## config.mk

```make
export PLATFORM = sky130hd
export DESIGN_NAME = lut_layer_sched
export DESIGN_NICKNAME = d
export VERILOG_FILES = /design/src/rtl/lut_layer_sched.sv
export SDC_FILE = /design/constraint.sdc
export NUM_CORES = 2
export LEC_CHECK = 0
export BUFFER_PORTS_ARGS = -buffer_cell sky130_fd_sc_hd__buf_2
export CORE_MARGIN = 1.5
export CORE_UTILIZATION = 40
export DETAILED_ROUTE_END_ITERATION = 10
export GPL_TIMING_DRIVEN = 0
export SETUP_SLACK_MARGIN = 0.2
export SYNTH_ARGS = -nofsm -noshare
export SYNTH_HDL_FRONTEND = slang
export SYNTH_SLANG_ARGS = --single-unit
```

## constraint.sdc

```tcl
create_clock -name clk -period 7.8 [get_ports clk]
set_input_delay 1.56 -clock clk [delete_from_list [all_inputs] [get_ports clk]]
set_output_delay 1.56 -clock clk [all_outputs]
set_load 0.05 [all_outputs]
```

## src/rtl/lut_layer_sched.sv

```systemverilog
// lut_layer_sched: evaluates one layer of FANIN-input LUT neurons, one neuron per clock,
// through a single shared lookup fed from a registered read of the configuration store.
module lut_layer_sched #(
    parameter int FANIN       = 6,
    parameter int NUM_NEURONS = 32,
    parameter int IN_W        = 64,
    parameter int IDX_W       = $clog2(IN_W),
    parameter int NID_W       = $clog2(NUM_NEURONS)
) (
    input  logic                     clk,
    input  logic                     rst_n,
    input  logic                     cfg_we,
    input  logic [NID_W-1:0]         cfg_neuron,
    input  logic [(1<<FANIN)-1:0]    cfg_tt,
    input  logic [FANIN*IDX_W-1:0]   cfg_conn,
    output logic                     cfg_ready,
    input  logic                     s_valid,
    input  logic [IN_W-1:0]          s_data,
    output logic                     s_ready,
    output logic                     m_valid,
    output logic [NUM_NEURONS-1:0]   m_data,
    input  logic                     m_ready,
    output logic                     busy
);
    localparam int TT_W   = 1 << FANIN;
    localparam int CONN_W = FANIN * IDX_W;
    localparam int CNT_W  = $clog2(NUM_NEURONS + 1);
    localparam int VEC_W  = 1 << IDX_W;

    typedef enum logic [1:0] {IDLE, EVAL, OUT} state_t;

    state_t                 state_q, state_d;
    logic [CNT_W-1:0]       cnt_q, cnt_d;
    logic [IN_W-1:0]        vec_q, vec_d;
    logic [NUM_NEURONS-1:0] m_data_q, m_data_d;
    logic                   m_valid_q, m_valid_d;
    logic [TT_W-1:0]        tt_mem [NUM_NEURONS];
    logic [CONN_W-1:0]      conn_mem [NUM_NEURONS];
    logic [TT_W-1:0]        rd_tt_q, rd_tt_d;
    logic [CONN_W-1:0]      rd_conn_q, rd_conn_d;
    logic [VEC_W-1:0]       vec_ext;
    logic [FANIN-1:0]       addr;
    logic [NID_W-1:0]       rd_idx, wr_idx;
    logic                   cfg_wr;

    // Zero-extending the vector to the full index range makes out-of-range connections read 0.
    always_comb begin
        cfg_wr    = cfg_we && (state_q == IDLE);
        rd_idx    = cnt_q[NID_W-1:0];
        wr_idx    = NID_W'(cnt_q - CNT_W'(1));
        rd_tt_d   = tt_mem[rd_idx];
        rd_conn_d = conn_mem[rd_idx];
        vec_ext   = VEC_W'(vec_q);
        addr      = '0;
        for (int k = 0; k < FANIN; k++)
            addr[k] = vec_ext[rd_conn_q[k*IDX_W +: IDX_W]];
    end

    always_ff @(posedge clk) begin
        for (int i = 0; i < NUM_NEURONS; i++)
            if (cfg_wr && cfg_neuron == NID_W'(i)) begin
                tt_mem[i]   <= cfg_tt;
                conn_mem[i] <= cfg_conn;
            end
        rd_tt_q   <= rd_tt_d;
        rd_conn_q <= rd_conn_d;
    end

    // Counter n reads neuron n and resolves neuron n-1 from the previous read.
    always_comb begin
        state_d   = state_q;
        cnt_d     = cnt_q;
        vec_d     = vec_q;
        m_data_d  = m_data_q;
        m_valid_d = m_valid_q;
        case (state_q)
            IDLE: if (s_valid) begin
                vec_d   = s_data;
                cnt_d   = '0;
                state_d = EVAL;
            end
            EVAL: begin
                cnt_d = cnt_q + CNT_W'(1);
                if (cnt_q != '0)
                    m_data_d[wr_idx] = rd_tt_q[addr];
                if (cnt_q == CNT_W'(NUM_NEURONS)) begin
                    state_d   = OUT;
                    m_valid_d = 1'b1;
                end
            end
            OUT: if (m_ready) begin
                m_valid_d = 1'b0;
                state_d   = IDLE;
            end
            default: state_d = IDLE;
        endcase
    end

    always_ff @(posedge clk or negedge rst_n) begin
        if (!rst_n) begin
            state_q   <= IDLE;
            cnt_q     <= '0;
            vec_q     <= '0;
            m_data_q  <= '0;
            m_valid_q <= 1'b0;
        end else begin
            state_q   <= state_d;
            cnt_q     <= cnt_d;
            vec_q     <= vec_d;
            m_data_q  <= m_data_d;
            m_valid_q <= m_valid_d;
        end
    end

    assign cfg_ready = (state_q == IDLE);
    assign s_ready   = (state_q == IDLE);
    assign busy      = (state_q != IDLE);
    assign m_valid   = m_valid_q;
    assign m_data    = m_data_q;
endmodule
```

Word-level counts from Yosys, hierarchy flattened
Memory sizes are Yosys's and may differ from the RTL's. A register that Yosys moved wholly into a read port is not among the register bits.
Cells that the tools add are included.
{"block": "totals", "out_inout_bits": 36, "romBits": 0, "word_cells": 438, "inputBits": 174, "mem_count": 2, "mem_bits_rw": 3200, "register_bits": 105, "latch_bits": 0}
{"memory": "tt_mem", "words": 32, "word_bits": 64, "rd": 1, "rd_ports_with_merged_regs": 1, "write_ports": 1, "line": "37", "text": "logic [TT_W-1:0] tt_mem [NUM_NEURONS];"}
{"memory": "conn_mem", "words": 32, "word_bits": 36, "rd": 1, "rd_ports_with_merged_regs": 1, "write_ports": 1, "line": "38", "text": "logic [CONN_W-1:0] conn_mem [NUM_NEURONS];"}
{"block": "classes", "n_mul": 0, "n_div": 0, "shifts": 0, "muxes": 276, "n_eq_ne": 37, "bitwise": 0, "magnitude_cmp": 9, "addsub": 2, "n_reduce_logical": 107}
{"operator": "$mux 64", "n": 31}
{"operator": "$reduce_or 64->1", "n": 31}
{"operator": "$mux 36", "n": 31}
{"operator": "$reduce_or 36->1", "n": 31}
{"operator": "$mux 5", "n": 62}
{"operator": "$mux 1", "n": 136}
{"operator": "$eq 5x5->1 const B", "n": 16}
{"operator": "$lt 6x7->1 const B", "n": 7}
{"operator": "$bmux 1 s6", "n": 7}
{"operator": "$eq 5x4->1 const B", "n": 8}
{"operator": "$logic_and 1x1->1", "n": 34}
{"operator": "$bwmux 32", "n": 1}
{"operator": "$eq 5x3->1 const B", "n": 4}
{"operator": "$pmux 6 s2", "n": 1}
{"operator": "$eq 5x2->1 const B", "n": 2}
{"operator": "$add 6x1->6 const B", "n": 1}
{"operator": "$eq 6x6->1 const B", "n": 1}
{"operator": "$lt 5x6->1 const B", "n": 1}
{"operator": "$mux 2", "n": 3}
{"operator": "$mux 6", "n": 1}
{"operator": "$pmux 2 s3", "n": 1}
{"operator": "$reduce_and 2->1", "n": 3}
{"operator": "$reduce_and 3->1", "n": 2}
{"operator": "$reduce_bool 2->1", "n": 3}
{"operator": "12 further kinds", "n": 13}

Logic depth before layout (Yosys ltp)
{"block": "depth", "word_depth": 37, "depth_mapped": 16, "depth_no_buf": 11}

Least setup slack after synthesis
OpenSTA, ideal clock, no wires.
{"block": "synth_timing", "path_type": "input-to-reg", "start": "input port cfg_neuron[1]", "end": "memory conn_mem[12][0] in the netlist's numbering (enable)", "arrival_time_ns": 6.206, "required_ns": 7.240, "cell_stages": 3, "setup_ns": 0.560, "path_buffers": 1, "setup_slack_ns": 1.034, "path_cell_list": "or2_2 > buf_1 > nor2_1"}
{"block": "synth_between", "elab_chain_cells": 36, "word_cells_on_any_way": 221, "cone_classes": "eq/ne (31); mux (126); reduce/logical (64)"}
{"item": "from (decl)", "line": "13", "text": "input logic [NID_W-1:0] cfg_neuron,"}
{"item": "$eq 5x1->1", "line": "61", "text": "if (cfg_wr && cfg_neuron == NID_W'(i)) begin"}
{"item": "$logic_and 1x1->1", "line": "61"}
{"item": "$mux 1", "line": "61"}
{"item": "$mux 1 (not written as such)", "line": "63", "text": "conn_mem[i] <= cfg_conn;"}
{"item": "$reduce_or 36->1 (no line)"}
{"item": "$mux 5 (no line) or $mux 1 (tied branches) (31 in series)"}
{"item": "to (decl)", "line": "38"}
Several ways; a longest one is shown, not always the timed one.

Worst setup path after layout
{"block": "layout_timing", "start": "register rd_conn_q[1] (read register of conn_mem)", "end": "register m_data_q[24] (netlist: m_data[24])"}
{"block": "layout_between", "elab_chain_cells": 5}
{"item": "from (decl)", "line": "40", "text": "logic [CONN_W-1:0] rd_conn_q, rd_conn_d;"}
{"item": "$bmux 1 s6", "line": "56", "text": "addr[k] = vec_ext[rd_conn_q[k*IDX_W +: IDX_W]];"}
{"item": "$mux 1 (not written as such)", "line": "56"}
{"item": "$bmux 1 s6", "line": "85", "text": "m_data_d[wr_idx] = rd_tt_q[addr];"}
{"item": "$mux 1 (not written as such)", "line": "85"}
{"item": "$bwmux 32", "line": "85"}
{"item": "to (signal assigned)", "line": "110", "text": "m_data_q <= m_data_d;"}
{"item": "to (decl)", "line": "35", "text": "logic [NUM_NEURONS-1:0] m_data_q, m_data_d;"}
No other way between the ends. The select of a mux whose other input is x is not followed.
A chain may end at the register's enable or synchronous reset.

==> flow_metrics.py <==
metrics = {
    "routing": {
        "viasPerCell": 5.88,
        "totalWireLength_um": 373000,
        "wl_per_cell_um": 33.3,
        "num_vias": 65871,
        "drtPass1Iterations": 5,
        "drt_iter0_drc": 9225,
        "ant_nets": 0,
        "drc": 0,
    },
    "sta": {
        "finalCritPeriodShare_pct": 78.5,
        "worst_slew_pin_slew_ns": 1.40,
        "skew_ns": 0.0688,
        "rsz0062_at_grt": "no",
        "tns_ns": 0,
        "hold_viol_final": 0,
        "relSlewSlack_pct": 6.97,
        "period_needed_ns": 6.12,
        "setup_viol_count_final": 0,
        "drv_slew": 0,
        "max_freq_mhz": 163,
    },
    "yosys": {
        "synth-compound-area-share_pct": 1.01,
        "synth_top_family_by_area": "multiplexers",
        "synth_area_leaders": "edfxtp_1, mux4_2, dfrtp_1, nand2_1, dfxtp_1",
        "synthAdderAreaFrac_pct": 0.0571,
        "syn_avg_cell_area_um2": 22.6,
        "synth-edff-count": 3200,
        "synth_cells": 5807,
        "async_flop_share_pct": 3.08,
        "ys_types": 64,
        "synth_xor_area_share_pct": 0.00666,
        "synth_nets": 5987,
        "ys_top_cells_by_count": "edfxtp_1, mux4_2, nand2_1",
        "yosysTopAreaCell": "edfxtp_1",
        "ys_ff_latch": 3405,
        "synth.area.mux_share_pct": 19.1,
        "synth_most_common_cell": "edfxtp_1",
        "ys.warnings.count": 0,
        "ys.flop_type": "edfxtp_1",
        "synth-simple-area-share_pct": 2.18,
        "yosysSeqAreaShare_pct": 76.6,
        "yosys.area.top_type_share_pct": 73.1,
        "syn_area_um2": 131000,
    },
    "global_routing": {
        "track_usage_pct": 22.3,
        "grt_pass1_vias": 66621,
        "grt_max_degree": 61,
        "overflow": 0,
        "antenna_found_initial": 55,
        "grt_pass1_wl_um": 517000,
    },
    "clock_tree": {
        "h-tree-depth": 5,
        "cts_root_buffer": "clkbuf_16",
        "cts.reportedPaths.clkPinSlew_ns": 0.06,
        "tritoncts": "done",
        "cts.path.max_buffers": 4,
        "cts_buffers": 343,
        "worstSkewPairLatency_ns": 0.90,
        "cts_hold_buf": 0,
        "ctsResizeCount": 0,
        "postCtsSetupRepairBufs": 0,
        "clock-sinks": 3405,
    },
    "critical_path": {
        "crit_path_top_delay_cell": "nor2_2",
        "arrival_ns": 6.81,
        "crit_top_cell": "buf_2",
        "critical_path_class": "flip-flop to flip-flop",
        "worstPathMaxFanout": 10,
        "worstPathRequired_ns": 8.49,
        "critPathLaunchType": "flip-flop",
        "cpPeakStageDelay_ns": 0.94,
        "crit_path_end_kind": "flip-flop",
        "path_cells": "clkbuf_1, nor2_1, a22o_1, a2111oi_0, a2111oi_4, buf_6, nor2_2, buf_2, mux2_2, o21ai_0, nand4b_1, a22oi_2, buf_2, a41oi_1",
    },
    "hold_path": {
        "hold_path_class": "flip-flop to flip-flop",
    },
    "finish": {
        "finalInstanceArea_um2": 154000,
        "fin_util_pct": 46.9,
        "finalNonFillerCells": 11202,
        "areaGrowthSynthToFinish_pct": 16.7,
        "drive_gt1_share_pct": 30.3,
        "layout.nets": 6744,
    },
    "placed_design": {
        "placed_area_um2": 143000,
        "port_buffers": 209,
        "dp_cells": 10564,
        "dp_hpwl_um": 244000,
        "gp_congestion": 0.870,
    },
    "status": {
        "status": "finished, final reports clean",
    },
    "power_and_ir_drop": {
        "vdd_drop_max_v": 0.000333,
        "fin_total_pwr_w": 0.0559,
        "power_density_nw_per_um2": 364,
        "leakage_nw": 48.7,
    },
    "floorplan": {
        "initial_utilization_pct": 40.2,
        "fp.dieW_um": 576,
        "core_um2": 327000,
        "io_pins": 210,
        "die-height_um": 576,
        "rows": 210,
        "dieArea_um2": 332000,
    },
    "run": {
        "drv_cap": 0,
    },
}
==> sequential cells by signal, summed over array words and instances (netlist names) <==
| signal | flops |
|---|---|
| state_q | 2 |
| vec_ext | 64 |
| rd_conn_q | 36 |
| conn_mem | 1152 |
| cnt_q | 6 |
| m_valid | 1 |
| tt_mem | 2048 |
| m_data | 32 |
| rd_tt_q | 64 |
==> critical path: cells and delay by family, from the launching register on <==
family	cells	cell delay, ns
AOI/OAI and AO/OA	6	2.19
buffers and inverters	4	1.47
DFF	1	0.51
muxes	1	0.43
and+or+nand+nor	3	1.28
==> stage by stage <==
stage / hold WS, ns / setup slack [ns]
final: 0.554 / 1.68
after detailed placement: 0.546 / 1.87
after floorplan: 0.507 / 1.03
after CTS: 0.559 / 1.83
after global placement: 0.531 / -6.50
after global routing: 0.573 / 1.58
==> cell usage in the layout (no fill, tap or decap), drive strengths merged, types with 4 or more instances in the layout <==
master / n
nand2: 535
clkbuf: 675
diode: 20
o211ai: 6
nand4: 6
buf: 496
mux2: 22
nand3: 32
edfxtp: 3200
a311oi: 4
bufinv: 27
a31oi: 7
a22o: 4
clkinvlp: 7
o311ai: 6
and3: 5
ha: 6
nand4b: 4
o31ai: 4
inv: 28
mux2i: 87
nand2b: 14
a41oi: 28
and2: 11
nor2: 61
dfxtp: 100
mux4: 1067
nor3: 6
o21ai: 22
clkinv: 134
a22oi: 26
a211oi: 6
dfrtp: 105
a21oi: 44
nor2b: 22
==> report_power, final <==
group	total, W	switching, W	internal, W	leakage [nW]
Clock	0.0162	0.00685	0.00931	5.33
Combinational	0.0181	0.0105	0.00759	12.5
Sequential	0.0216	0.000990	0.0206	30.9
==> final cells by class <==
| class | instances | area, µm² |
|---|---|---|
| Antenna cell | 20 | 50.0 |
| Buffer | 320 | 1300 |
| Clock buffer | 439 | 9300 |
| Clock inverter | 178 | 1580 |
| Fill cell | 26581 | 174000 |
| Inverter | 18 | 67.6 |
| Multi-Input combinational cell | 2064 | 29700 |
| Sequential cell | 3405 | 101000 |
| Tap cell | 4346 | 5440 |
| Timing Repair Buffer | 412 | 5350 |
==> logic make-up (layout without fill, tap and decap cells) <==
group,count (synthesis),in the layout
fa+ha+maj,6,6
flops,3405,3405
compound gates,179,179
other cells,0,20
simple gates,702,702
xor+xnor,1,1
buf+inv,338,1367
mux,1176,1176
==> path summary, 6_finish.rpt <==
kind                            depth (start not counted)  slack [ns]          from           to
worst max-delay path                                   14        1.68  rd_conn_q[1]   m_data[24]
worst min-delay path                                    2        0.55    m_data[30]   m_data[30]
worst max register to register                         14        1.68  rd_conn_q[1]   m_data[24]
worst min register to register                          2        0.55    m_data[30]   m_data[30]
max in group asynchronous                               2        6.35         rst_n    m_data[7]
min in group asynchronous                               1        0.72         rst_n  vec_ext[14]
==> layer usage <==
metal / vias to the layer above / part of all wire [%] / track usage (%)
met4: 18 / 3.4 / 6.70
met5: - / 0.032 / 0
met1: 35554 / 40 / 31.3
met2: 3563 / 47 / 35.3
li1: 26068 / - / -
met3: 668 / 9.9 / 4.55
(Power assumes the default switching activity.)
